**src/rtl/mem_port_sched.sv**
```systemverilog
// rtl/mem_port_sched.sv - round-robin sequencer for the shared fetch/load-store memory port
module mem_port_sched #(
  parameter int ADDR_W  = 20,
  parameter int DATA_W  = 32,
  parameter int MEM_LAT = 2
) (
  input  logic              clk,
  input  logic              rst,
  input  logic              if_req,
  input  logic [ADDR_W-1:0] if_addr,
  output logic              if_ack,
  output logic [DATA_W-1:0] if_rdata,
  input  logic              d_req,
  input  logic              d_we,
  input  logic [ADDR_W-1:0] d_addr,
  input  logic [DATA_W-1:0] d_wdata,
  output logic              d_ack,
  output logic [DATA_W-1:0] d_rdata,
  output logic              mem_en,
  output logic              mem_we,
  output logic [ADDR_W-1:0] mem_addr,
  output logic [DATA_W-1:0] mem_wdata,
  input  logic [DATA_W-1:0] mem_rdata,
  output logic              busy
);

  localparam int CNT_W = 3;

  typedef enum logic [1:0] {IDLE, ISSUE, WAIT, ACK} state_t;

  state_t            state_q;
  logic              sel_d_q;    // granted channel: 1 = data, 0 = fetch
  logic              last_d_q;   // last grant went to data
  logic              we_q;
  logic              mem_en_q;
  logic              mem_we_q;
  logic              if_ack_q;
  logic              d_ack_q;
  logic [ADDR_W-1:0] addr_q;
  logic [DATA_W-1:0] wdata_q;
  logic [DATA_W-1:0] if_rdata_q;
  logic [DATA_W-1:0] d_rdata_q;
  logic [CNT_W-1:0]  cnt_q;
  logic              pick_d;

  // Arbitration: a lone requester wins; on a tie, whoever was not granted last wins.
  always_comb begin
    pick_d = d_req && (!if_req || !last_d_q);
  end

  // Transaction FSM: grant in IDLE, strobe in ISSUE, count latency in WAIT, pulse ack in ACK.
  always_ff @(posedge clk) begin
    if (rst) begin
      state_q    <= IDLE;
      sel_d_q    <= 1'b0;
      last_d_q   <= 1'b0;
      we_q       <= 1'b0;
      mem_en_q   <= 1'b0;
      mem_we_q   <= 1'b0;
      if_ack_q   <= 1'b0;
      d_ack_q    <= 1'b0;
      addr_q     <= '0;
      wdata_q    <= '0;
      if_rdata_q <= '0;
      d_rdata_q  <= '0;
      cnt_q      <= '0;
    end else begin
      mem_en_q <= 1'b0;
      mem_we_q <= 1'b0;
      if_ack_q <= 1'b0;
      d_ack_q  <= 1'b0;
      case (state_q)
        IDLE: begin
          if (if_req || d_req) begin
            sel_d_q  <= pick_d;
            last_d_q <= pick_d;
            we_q     <= pick_d && d_we;
            addr_q   <= pick_d ? d_addr : if_addr;
            if (pick_d) wdata_q <= d_wdata;
            mem_en_q <= 1'b1;
            mem_we_q <= pick_d && d_we;
            state_q  <= ISSUE;
          end
        end
        ISSUE: begin
          cnt_q   <= CNT_W'(MEM_LAT);
          state_q <= WAIT;
        end
        WAIT: begin
          cnt_q <= cnt_q - 1'b1;
          if (cnt_q == CNT_W'(1)) begin
            // Stores keep the same timing but never disturb the read-data registers.
            if (!we_q) begin
              if (sel_d_q) d_rdata_q  <= mem_rdata;
              else         if_rdata_q <= mem_rdata;
            end
            if_ack_q <= !sel_d_q;
            d_ack_q  <= sel_d_q;
            state_q  <= ACK;
          end
        end
        ACK: begin
          state_q <= IDLE;
        end
        default: state_q <= IDLE;
      endcase
    end
  end

  assign if_ack    = if_ack_q;
  assign d_ack     = d_ack_q;
  assign if_rdata  = if_rdata_q;
  assign d_rdata   = d_rdata_q;
  assign mem_en    = mem_en_q;
  assign mem_we    = mem_we_q;
  assign mem_addr  = addr_q;
  assign mem_wdata = wdata_q;
  assign busy      = (state_q != IDLE);

endmodule

```
**config.mk**
```make
export PLATFORM = sky130hd
export DESIGN_NAME = mem_port_sched
export DESIGN_NICKNAME = d
export VERILOG_FILES = /design/src/rtl/mem_port_sched.sv
export SDC_FILE = /design/constraint.sdc
export NUM_CORES = 1
export LEC_CHECK = 0
export BUFFER_PORTS_ARGS = -buffer_cell sky130_fd_sc_hd__buf_2
export CORE_MARGIN = 5
export CORE_UTILIZATION = 51
export DETAILED_ROUTE_END_ITERATION = 7
export GPL_ROUTABILITY_DRIVEN = 0
export PLACE_DENSITY = 0.84
export SYNTH_ARGS = -nofsm -noshare
export SYNTH_HDL_FRONTEND = slang
export SYNTH_SLANG_ARGS = --single-unit
```
**constraint.sdc**
```tcl
create_clock -name clk -period 2.6 [get_ports clk]
set_clock_uncertainty 0.15 [all_clocks]
set_input_delay 0 -clock clk [delete_from_list [all_inputs] [get_ports clk]]
set_output_delay 0 -clock clk [all_outputs]
set_load 0.005 [all_outputs]
```
==> summary.md <==
| Metric | Value |
|---|---|
| Crit Path Class | `flop to flop` |
| Netlist cell types | `31` |
| M3 GR Usage | `0.111` |
| End point of the critical path | `mem_addr[8]` |
| Die W | `111 um` |
| PwrDens | `about 790 nW/um^2` |
| Period minus WS final | `between 2 and 2.5 ns` |
| Fin util | `0.820` |
| Critical path required time | `~2.9 ns` |
| Ratio of cells with drive above 1 in the final layout | `0.305` |
| Area share of the largest cell type after synthesis | `0.491` |
| DRC | `0` |
| Layout area overhead | `55.6%` |
| Initial Utilization | `0.527` |
| Core box area | `9820 um^2` |
| Initial DRT Pass Iterations | `5` |
| Tcrit/Tclk final | `0.924` |
| Syn nets | `between 600 and 700` |
| Worst path arrival time | `between 2 and 3 ns` |
| Initial antenna violation count | `0` |
| Worst slew margin | `0.584` |
| Vias/cell | `approximately 5.4` |
| Fin nets | `slightly below 1000` |
| CTS H-tree lvls | `4` |
| Die height | `approximately 110 um` |
| Vias in the first global route | `5852` |
| Leakage | `between 3 and 4 nW` |
| Crit path launch | `last_d_q` |
| Mapped cell area | `between 5000 and 6000 um^2` |
| CP endpoint kind | `flop` |
| Ports | `230` |
| Largest area contributor in the synthesized netlist | `dfxtp_1` |
| CTS tree | `yes` |
| Largest net degree at the start of global routing | `between 70 and 80` |
| Final setup TNS | `0 ns` |
| Combinational share of power | `0.288` |
| Worst R2R End | `mem_addr[8]` |
| Final Max Slew Viols | `0` |
| Overall routing resource usage | `0.299` |
| Max cap viols | `0` |
| Sequential Power Share | `0.366` |
| Die area | `12300 um^2` |
| RSZ-0062 raised after global routing | `false` |
| Slew @ Worst Pin | `0.619 ns` |
| Dpl hpwl | `10.2 mm` |
| Clock Sink Count | `~130` |
| CP max stage delay | `approximately 0.59 ns` |
| CTS clock-pin slew for the worst setup and hold paths | `0.06 ns` |
| Drt first-iter violations | `approximately 490` |
| Met1 Use GR | `0.322` |
| Fill count | `around 570` |
| FF+latch count, synth | `about 130` |
| Antenna diode count | `0` |
| Psw | `1.99 mW` |
| Status | `completed` |
| Internal power | `roughly 4.4 mW` |
| Register area | `about 2500 um^2` |
| First-pass GRT wire length | `roughly 30 mm` |
| Multi-input gate area | `2420 um^2` |
| Wire per inst | `about 18 um` |
| CP Max Fanout | `between 50 and 60` |
| CP cell instances | `a21boi_4 > buf_4 > a21oi_1 > a211oi_1 > dlygate4sd3_1` |
| Avg Cell Area, Syn | `around 9.4 um^2` |
| Layer with the highest usage | `met2` |
| Worst reg2reg path depth | `5` |
| Switch share | `0.311` |
| Routed Antenna Nets | `0` |
| Worst path top cell family by delay | `buffers and inverters` |
| Worst IR Drop VDD | `0.555 mV` |
| Ys Warns | `0` |
| Worst-Skew Late Latency | `roughly 0.51 ns` |
| PortBufs | `229` |
| Clock network fraction of total power | `0.346` |
| FF-to-FF setup slack | `0.20 ns` |
| Dominant cells by area after synthesis | `dfxtp_1 (49%), mux2i_1 (13%), nand2b_1 (12%), a21oi_1 (5.3%), nand3_1 (3.3%)` |
| CP Buf/Inv Count | `2` |
| Syn Inst Count | `553` |
| Clock Tree Buf Depth | `2` |
| Final setup viols | `0` |
| Worst Setup Start Kind | `flop` |
| Sequential area share after synthesis | `0.491` |
| Root Driver | `clkbuf_8` |
| Vias | `around 5500` |
| F_max | `~420 MHz` |
| Reg-to-reg startpoint | `last_d_q` |
| Critical path depth in cells | `5` |
| CTS buffer count | `17` |
| Routed WL | `approximately 18 mm` |
| GR Overflow Total | `0` |
| Std-Cell Rows | `36` |
| Hold WC Path Type | `input pin to flop` |
| GRT met2 Usage | `0.530` |
| Critical-path top delay cell | `dlygate4sd3_1` |
| Final hold violation count | `0` |
[layer usage]
layer	wire, um	vias up	share of wire
met5	0	-	0
met4	500	0	0.027
met3	1890	50	0.10
met2	9410	347	0.51
met1	6690	2581	0.36
li1	-	2533	-
[flip-flops by register name, indices dropped and copies added (netlist names)]
name and cells:
last_d_q 1, mem_we 1, mem_addr 20, mem_wdata 32
cnt_q 3, d_rdata 32, d_ack 1, state_q 2
if_rdata 32, mem_en 1, if_ack 1, we_q 1
[worst min-delay path: stages]
cell           delay [ns]
dlygate4sd3_1        0.54
buf_2                0.12
nand3_1              0.05
a21oi_1              0.06
[synth_stat cells]
master,n
a211oi_1,21
a21bo_1,1
a21boi_0,1
a21oi_1,55
a22o_1,1
a22oi_1,1
a311oi_1,1
and3_1,1
buf_1,7
buf_2,4
buf_4,4
buf_6,3
clkbuf_1,28
dfxtp_1,127
ha_1,5
inv_1,6
mux2i_1,65
nand2_1,22
nand2_2,1
nand2b_1,99
nand3_1,34
nand4b_1,1
nor2_1,25
nor2b_1,1
nor4_1,1
nor4_2,1
nor4b_1,1
o21a_1,1
o21ai_0,33
o21ai_1,1
or4b_1,1
[cell families after synthesis]
group / count (synthesis) / synth area share
AOI/OAI and AO/OA: 116 / 0.126
DFF: 127 / 0.491
muxes: 65 / 0.126
adders and majority gates: 5 / 0.0121
buffers and inverters: 52 / 0.0459
and+or+nand+nor: 188 / 0.199
[final cells by class]
cell class                 instances  area share
clock buffer                      23      0.0567
timing repair buffer             347       0.293
inverter                           6     0.00280
tap                              133      0.0207
multi-input combinational        374       0.301
sequential                       127       0.316
clock inverter                     7      0.0109
[per-stage QoR]
step	instances	total power, mW	hold WS, ns	instance area, um^2	setup slack [ns]
floorplan	553	3.23	-0.00898	5180	0.801
finish	1017	6.38	0.152	8060	0.198
global route	1017	6.68	0.136	8060	0.0426
CTS	1017	6.26	0.108	8050	0.188
global placement	878	3.74	0.0940	6410	0.445
detailed placement	878	3.81	0.102	6410	0.392
[power by group through the flow]
stage               Combinational, mW  Sequential, mW  Clock (mW)
floorplan                       0.879            2.35           0
CTS                              1.73            2.31        2.22
finish                           1.84            2.33        2.21
global placement                 1.41            2.34           0
global route                     1.99            2.35        2.34
detailed placement               1.46            2.35           0
[worst min-delay path by stage]
stage,from,end,slack [ns],depth (start not counted)
2_1_floorplan,if_addr[19],mem_addr[19],-0.009,2
3_3_place_gp,if_addr[2],mem_addr[2],0.09,3
3_5_place_dp,if_addr[13],mem_addr[13],0.10,3
4_1_cts,d_wdata[18],mem_wdata[18],0.11,4
5_1_grt,d_we,mem_we,0.14,3
6_report,d_wdata[22],mem_wdata[22],0.15,4
[what timing repair did]
item	in CTS	in global routing
hold endpoints to repair	121	0
gates resized for setup	0	2
endpoints found under the setup margin	0	5
setup buffers	0	0
hold buffers	109	0
[layout by cell type (no fill, tap or decap), types with 2 or more instances in the layout]
cell type,instances
a211oi_1,21
a21oi_1,55
buf_12,4
buf_2,228
buf_4,6
bufinv_16,2
clkbuf_1,4
clkbuf_16,16
clkbuf_8,3
clkinv_2,4
dfxtp_1,127
dlygate4sd3_1,109
ha_1,5
inv_1,6
mux2i_1,65
nand2_1,22
nand2b_1,99
nand3_1,34
nor2_1,25
o21ai_0,33
Power figures use the tool's default switching activity.
